==> src/rtl/uart_pkg.sv <==
// Shared UART definitions: 8N1 framing constants, default line rates and the
// receiver/transmitter state encoding used by uart_rx and uart_tx.
package uart_pkg;

   localparam int DEFAULT_BAUD_RATE = 9600;
   localparam int DEFAULT_CLK_FREQ  = 50_000_000;

   localparam int DATA_BITS  = 8;
   localparam int STOP_BITS  = 1;
   localparam int FRAME_BITS = 1 + DATA_BITS + STOP_BITS;

   typedef enum logic [2:0] {
      IDLE      = 3'd0,
      START     = 3'd1,
      DATA      = 3'd2,
      STOP      = 3'd3,
      WAIT_IDLE = 3'd4
   } uart_state_t;

   // Clocks per bit; callers must keep the result in [4, 65535].
   function automatic int baud_tick(input int clk_freq, input int baud_rate);
      return clk_freq / baud_rate;
   endfunction

endpackage

==> src/rtl/sync_2ff.sv <==
// Two-flop synchronizer for a single asynchronous input, with a selectable
// reset value so idle-high lines do not glitch low out of reset.
module sync_2ff #(
   parameter logic RESET_VAL = 1'b0
) (
   input  logic clk,
   input  logic rst,
   input  logic d,
   output logic q
);

   logic meta;

   always_ff @(posedge clk) begin
      if (rst) begin
         meta <= RESET_VAL;
         q    <= RESET_VAL;
      end else begin
         meta <= d;
         q    <= meta;
      end
   end

endmodule

==> src/rtl/uart_rx.sv <==
// 8N1 UART receiver: synchronizes rx, qualifies the start bit at half a bit
// time, samples data/stop bits at mid-bit and emits valid/frame_err strobes.
module uart_rx
   import uart_pkg::*;
#(
   parameter int BAUD_RATE = DEFAULT_BAUD_RATE,
   parameter int CLK_FREQ  = DEFAULT_CLK_FREQ
) (
   input  logic       clk,
   input  logic       rst,
   input  logic       rx,
   output logic [7:0] data,
   output logic       valid,
   output logic       frame_err,
   output logic       busy
);

   localparam int          BAUD_TICK = baud_tick(CLK_FREQ, BAUD_RATE);
   localparam logic [15:0] HALF_LAST = 16'(BAUD_TICK / 2 - 1);
   localparam logic [15:0] FULL_LAST = 16'(BAUD_TICK - 1);
   localparam logic [2:0]  LAST_BIT  = 3'(DATA_BITS - 1);

   logic        rxs;
   uart_state_t state;
   logic [15:0] tick_count;
   logic [2:0]  bit_index;
   logic [7:0]  shift;

   sync_2ff #(
      .RESET_VAL(1'b1)
   ) u_rx_sync (
      .clk(clk),
      .rst(rst),
      .d  (rx),
      .q  (rxs)
   );

   always_ff @(posedge clk) begin
      if (rst) begin
         state      <= IDLE;
         tick_count <= '0;
         bit_index  <= '0;
         shift      <= '0;
         data       <= '0;
         valid      <= 1'b0;
         frame_err  <= 1'b0;
         busy       <= 1'b0;
      end else begin
         valid     <= 1'b0;
         frame_err <= 1'b0;
         case (state)
            IDLE: begin
               if (!rxs) begin
                  tick_count <= '0;
                  busy       <= 1'b1;
                  state      <= START;
               end
            end
            // A start bit that is high again at mid-bit was only a glitch.
            START: begin
               if (tick_count == HALF_LAST) begin
                  tick_count <= '0;
                  bit_index  <= '0;
                  if (!rxs) begin
                     state <= DATA;
                  end else begin
                     busy  <= 1'b0;
                     state <= IDLE;
                  end
               end else begin
                  tick_count <= tick_count + 16'd1;
               end
            end
            DATA: begin
               if (tick_count == FULL_LAST) begin
                  tick_count <= '0;
                  shift      <= {rxs, shift[7:1]};
                  if (bit_index == LAST_BIT) begin
                     state <= STOP;
                  end else begin
                     bit_index <= bit_index + 3'd1;
                  end
               end else begin
                  tick_count <= tick_count + 16'd1;
               end
            end
            STOP: begin
               if (tick_count == FULL_LAST) begin
                  tick_count <= '0;
                  if (rxs) begin
                     data  <= shift;
                     valid <= 1'b1;
                     busy  <= 1'b0;
                     state <= IDLE;
                  end else begin
                     frame_err <= 1'b1;
                     state     <= WAIT_IDLE;
                  end
               end else begin
                  tick_count <= tick_count + 16'd1;
               end
            end
            // Hold off until the line idles so a break is not read as frames.
            WAIT_IDLE: begin
               if (rxs) begin
                  busy  <= 1'b0;
                  state <= IDLE;
               end
            end
            default: begin
               busy  <= 1'b0;
               state <= IDLE;
            end
         endcase
      end
   end

endmodule

==> config.mk <==
export PLATFORM = sky130hd
export DESIGN_NAME = uart_rx
export DESIGN_NICKNAME = d
export VERILOG_FILES = /design/src/rtl/uart_pkg.sv /design/src/rtl/sync_2ff.sv /design/src/rtl/uart_rx.sv
export SDC_FILE = /design/constraint.sdc
export NUM_CORES = 1
export LEC_CHECK = 0
export CELL_PAD_IN_SITES_DETAIL_PLACEMENT = 2
export CELL_PAD_IN_SITES_GLOBAL_PLACEMENT = 2
export CORE_UTILIZATION = 35
export CTS_CLUSTER_SIZE = 25
export DETAILED_ROUTE_END_ITERATION = 16
export GPL_ROUTABILITY_DRIVEN = 0
export PLACE_DENSITY_LB_ADDON = 0.1
export SYNTH_ARGS = -nofsm -noshare
export SYNTH_HDL_FRONTEND = slang
export SYNTH_SLANG_ARGS = --single-unit
==> constraint.sdc <==
create_clock -name clk -period 3 [get_ports clk]
set_clock_uncertainty 0.05 [all_clocks]
set_input_delay 0.6 -clock clk [delete_from_list [all_inputs] [get_ports clk]]
set_output_delay 0.6 -clock clk [all_outputs]
set_load 0.1 [all_outputs]
==> results.yml, run 1 <==
clock_tree:
  cts_made_buffers: 5
  clk_path_buf_depth: 2
  tritoncts: "yes"
  clock-root-buffer: "clkbuf_8"
  ctsHoldBuffers: 0
  clk_pin_slew_ps: 80
  cts_setup_buffers: 0
  cts_max_level: 2
  cts-resized-gates: 0
  insertion_delay_ps: 290
  clkSinkCount: 43
place:
  portBuffers: 13
  dpl.hpwl_um: 3750
synthesis:
  synth-edff-count: 0
  synth-simple-area-share: 0.321
  synth-xor-area-share: 0.0256
  synth_fa_ha_area_frac: 0.0183
  synth-main-ff-cell: "dfxtp_1"
  synth_top_family_by_area: "simple AND/OR/NAND/NOR gates"
  async_flop_share: 0
  ys_ff_latch: 43
  synthesis.nets: 254
  synth_area_leaders: "dfxtp_1 (42%), nand2_1 (7.9%), a21oi_1 (7.6%)"
  yosysTopAreaCell: "dfxtp_1"
  synth_compound_area_frac: 0.168
  netlist_area_um2: 2050
  synth_cells: 248
  ys_seq_area_frac: 0.419
  synthMuxAreaShare: 0.0104
  ys_types: 43
  yosysWarnings: 0
  synth_top_area_share: 0.419
  avgSynthCellArea_um2: 8.28
setup_path:
  critPathSlowestCell: "or4bb_1"
  cp_max_fo: 24
  crit_required_ps: 3130
  cp-end-kind: "flip-flop"
  worstPathCellList: "ha_1 -> or4bb_1 -> nor4_4 -> o22ai_2 -> a41oi_1 -> a31oi_1"
  path_buf_inv: 0
  crit_arrival_ps: 2780
  slowest_delay_ps: 580
  critical_path_class: "reg -> reg"
  worstSetupStartpointType: "flip-flop"
  crit_family: "simple AND/OR/NAND/NOR gates"
drt:
  wirelength_um: 5440
  drc_errors: 0
  drt_pre_antenna_iters: 4
  drt_iter0_drc: 42
  wl_per_cell_um: 16.6
  viasPerCell: 5.53
  num_vias: 1807
  ant_nets: 0
sta:
  rsz0062_at_grt: "no"
  hold_slack_ps: 376
  setup_tns_ps: 0
  setup_viol: 0
  relSlewSlack: 0.391
  timing_hold_violations_final: 0
  tightest_slew_ps: 913
  period_minus_slack_ps: 2650
  min_period_over_period: 0.884
  slew_viol_final: 0
  fmax_mhz: 377
grt:
  grt_pass1_wl_um: 9360
  grt_antenna_before_repair: 0
  grt_remaining_overflow: 0
  track_usage: 0.194
  grt_max_degree: 31
  grt_pass1_vias: 1901
die:
  die-area_um2: 6180
  die_h_um: 78.6
  dieWidth_um: 78.6
  core_area_um2: 5570
  num_io_pins: 14
  initial_core_util: 0.368
  num_rows: 27
final_layout:
  syn_to_final_growth_pct: 12.2
  nets: 261
  antennaDiodeCount: 0
  drive_gt1_frac: 0.122
run:
  max_cap_violations: 0
worst_hold_path:
  hold_class: "reg -> reg"
power_and_ir_drop:
  power_leakage_nw: 0.789
  p_per_area_nw_per_um2: 476
  ir_worst_vdd_mv: 0.186
status:
  status: "complete, no violations"
==> through the flow <==
stage	total power [mW]	utilization	area, um^2	std cells	setup WS (ps)
6_report	1.10	0.413	2300	327	347
3_5_place_dp	0.667	0.395	2200	320	315
4_1_cts	1.12	0.413	2300	327	278
5_1_grt	1.15	0.413	2300	327	124
3_3_place_gp	0.664	0.395	2200	320	376
2_1_floorplan	0.648	-	2050	248	798
==> metal layers <==
metal | track usage | routed length, um | up-vias
li1 | - | - | 892
met1 | 0.234 | 2510 | 897
met2 | 0.345 | 2800 | 13
met3 | 0.0372 | 94 | 5
met4 | 0.0537 | 39 | 0
met5 | 0 | 0 | -
==> registers in the layout (all words and copies together), names as in the netlist <==
| register | cells |
|---|---|
| u_rx_sync.meta | 1 |
| shift | 8 |
| tick_count | 16 |
| busy | 1 |
| bit_index | 3 |
| u_rx_sync.q | 1 |
| data | 8 |
| frame_err | 1 |
| valid | 1 |
| state | 3 |
==> final timing paths <==
kind,cells past startpoint,slack [ps],endpoint,startpoint
worst max register to register,6,350,tick_count[5]$_SDFFE_PP0P_,tick_count[0]$_SDFFE_PP0P_
worst min register to register,1,380,u_rx_sync.q$_SDFF_PP1_,u_rx_sync.meta$_SDFF_PP1_
worst max-delay path,6,350,tick_count[5]$_SDFFE_PP0P_,tick_count[0]$_SDFFE_PP0P_
worst min-delay path,1,380,u_rx_sync.q$_SDFF_PP1_,u_rx_sync.meta$_SDFF_PP1_
==> cells in the final DEF (no fill, tap or decap), types with 4 or more instances in the layout <==
| master | Yosys | routed |
|---|---|---|
| a22o_1 | 4 | 4 |
| buf_4 | 0 | 14 |
| o21ai_0 | 5 | 5 |
| clkbuf_8 | 0 | 5 |
| dfxtp_1 | 43 | 43 |
| nand2_1 | 43 | 43 |
| and3_1 | 5 | 5 |
| a31oi_1 | 7 | 7 |
| nand3_1 | 15 | 15 |
| nand3b_1 | 7 | 7 |
| nor2_1 | 14 | 14 |
| nor3_1 | 6 | 6 |
| a21oi_1 | 31 | 31 |
| or4bb_1 | 4 | 4 |
==> worst register-to-register path, delay by kind of cell (launching register included) <==
kind	cells	cell delay [ps]
AOI/OAI and AO/OA	3	780
adders and majority gates	1	250
DFF	1	410
and+or+nand+nor	2	1040
==> cells in the mapped netlist, types with 2 or more instances <==
cell type	instances
dfxtp_1	43
nand2_1	43
a21oi_1	31
nand3_1	15
nor2_1	14
clkbuf_1	10
a31oi_1	7
nand3b_1	7
nor3_1	6
and3_1	5
buf_2	5
o21ai_0	5
a22o_1	4
or4bb_1	4
ha_1	3
inv_1	3
nand4_1	3
nor2b_1	3
or2_2	3
xnor2_1	3
xor2_1	3
a41oi_1	2
nand2b_1	2
nand4b_1	2
nor3b_1	2
nor4_4	2
or3b_2	2
==> final cells by class <==
type | instances | area, um^2
fill | 652 | 3270
clock buffer | 6 | 72.6
inverter | 3 | 11.3
multi-input combinational | 186 | 1110
tap | 72 | 90.1
clock inverter | 1 | 30.0
timing repair buffer | 16 | 125
sequential | 43 | 861
==> power breakdown <==
part | leakage [nW] | switching (mW) | internal, mW
Combinational | 0.390 | 0.0349 | 0.0216
Sequential | 0.347 | 0.0152 | 0.580
Clock | 0.0513 | 0.201 | 0.244
==> cells by family after synthesis <==
logic type | after synthesis
simple gates | 118
compound gates | 57
flops | 43
buf+inv | 19
xor+xnor | 6
fa+ha+maj | 3
mux | 2
No activity file was read; power rests on OpenSTA's default activity.
==> run 2, diff against run 1 <==
Settings changed: RECOVER_POWER set to 50.
==> run 2 against run 1 <==
  * Routed wire length grew 0.11%
  * Critical endpoint is now shift[1]$_SDFFE_PP0P_
  * Clock power hardly changed
  * Count of clock-buffer cells in the layout unchanged
  * Cell count is the same
  * Sequential share of layout area up 0.85 points
  * First-iteration DRC count grew 14%
  * Critical path depth stayed put
==> results.yml, run 2 (synthesized netlist as in run 1, its figures left out) <==
clock_tree:
  clk_pin_slew_ps: 80
  cts_setup_buffers: 0
  tritoncts: "yes"
  clock-root-buffer: "clkbuf_8"
  insertion_delay_ps: 290
  clkSinkCount: 43
  cts_made_buffers: 5
  cts_max_level: 2
  clk_path_buf_depth: 2
  cts-resized-gates: 0
  ctsHoldBuffers: 0
die:
  core_area_um2: 5570
  num_rows: 27
  dieWidth_um: 78.6
  die_h_um: 78.6
  die-area_um2: 6180
  initial_core_util: 0.368
  num_io_pins: 14
setup_path:
  worstPathCellList: "ha_1 -> or4bb_1 -> nor4_1 -> and2_0 -> nand2_1 -> a21oi_1"
  cp_max_fo: 10
  worstSetupStartpointType: "flip-flop"
  critical_path_class: "reg -> reg"
  crit_required_ps: 3150
  crit_arrival_ps: 2850
  critPathSlowestCell: "or4bb_1"
  slowest_delay_ps: 570
  cp-end-kind: "flip-flop"
power_and_ir_drop:
  p_per_area_nw_per_um2: 487
  power_leakage_nw: 0.737
  ir_worst_vdd_mv: 0.186
  fin_total_pwr_mw: 1.10
final_layout:
  syn_to_final_growth_pct: 9.75
  reg.largest.list: "tick_count: 16 flops, data: 8 flops, shift: 8 flops"
  top_register: "tick_count"
  antennaDiodeCount: 0
  drive_gt1_frac: 0.0706
  largest_register_ffs: 16
  nets: 261
  final_cell_mix: "nand2_1 (43), dfxtp_1 (43), a21oi_1 (31), nand3_1 (15), nor2_1 (14)"
  fill_cells: 673
drt:
  ant_nets: 0
  wl_per_cell_um: 16.7
  num_vias: 1801
  drc_errors: 0
  viasPerCell: 5.51
  drt_iter0_drc: 48
  wirelength_um: 5450
  drt_pre_antenna_iters: 4
sta:
  min_period_over_period: 0.898
  rsz0062_at_grt: "no"
  fmax_mhz: 371
  tightest_slew_ps: 1320
  period_minus_slack_ps: 2690
  hold_slack_ps: 376
  slew_viol_final: 0
  setup_tns_ps: 0
  setup_viol: 0
  timing_hold_violations_final: 0
  relSlewSlack: 0.117
worst_hold_path:
  hold_class: "reg -> reg"
grt:
  track_usage: 0.194
  grt_pass1_wl_um: 9360
  grt_remaining_overflow: 0
  grt_max_degree: 31
  grt_antenna_before_repair: 0
  grt_pass1_vias: 1901
place:
  dpl.hpwl_um: 3750
  portBuffers: 13
run:
  max_cap_violations: 0
status:
  status: "complete, no violations"
run 2: cell count changes in the layout (fill, tap and decap cells not counted), sizes merged:
cell / change
buf: -12
clkdlybuf4s50: -1
clkbuf: +12
dlygate4sd3: +1
run 2: path summary, 6_finish.rpt:
check | startpoint | end | slack [ps] | depth (start not counted)
max | tick_count[0]$_SDFFE_PP0P_ | shift[1]$_SDFFE_PP0P_ | 310 | 6
min | u_rx_sync.meta$_SDFF_PP1_ | u_rx_sync.q$_SDFF_PP1_ | 380 | 1
max reg2reg | tick_count[0]$_SDFFE_PP0P_ | shift[1]$_SDFFE_PP0P_ | 310 | 6
min reg2reg | u_rx_sync.meta$_SDFF_PP1_ | u_rx_sync.q$_SDFF_PP1_ | 380 | 1
run 2: worst max-delay path, delay by kind of cell (launching register included):
| family | cells | cell delay (ps) |
|---|---|---|
| AOI/OAI and AO/OA | 1 | 190 |
| DFF | 1 | 410 |
| and+or+nand+nor | 4 | 1710 |
| adders and majority gates | 1 | 250 |
run 2: layout make-up:
class	count	area (um^2)	share of cell area
multi-input cells	186	1110	0.492
flip-flops and latches	43	861	0.382
well taps	72	90.1	0.0400
repair buffers	16	80.1	0.0355
clock buffers	6	72.6	0.0322
clock inverters	1	30.0	0.0133
inverters	3	11.3	0.00500
run 2: metal layers:
layer / global-route usage / vias up / share of wire
met4: 0.0537 / 0 / 0.0072
met3: 0.0372 / 5 / 0.018
met5: 0 / - / 0
met2: 0.345 / 13 / 0.51
li1: - / 892 / -
met1: 0.234 / 891 / 0.46
run 2: per-stage QoR:
stage / utilization / worst slack (ps) / cells / cell area, um^2
after CTS: 0.413 / 278 / 327 / 2300
after detailed placement: 0.395 / 315 / 320 / 2200
final: 0.404 / 306 / 327 / 2250
after global placement: 0.395 / 376 / 320 / 2200
after floorplan: - / 798 / 248 / 2050
after global routing: 0.404 / 117 / 327 / 2250
run 2: where the power goes:
group / switching [mW] / leakage (nW) / internal, mW / total (mW)
Sequential: 0.0152 / 0.347 / 0.580 / 0.595
Clock: 0.202 / 0.0513 / 0.244 / 0.446
Combinational: 0.0349 / 0.339 / 0.0201 / 0.0549
Total: 0.252 / 0.737 / 0.845 / 1.10
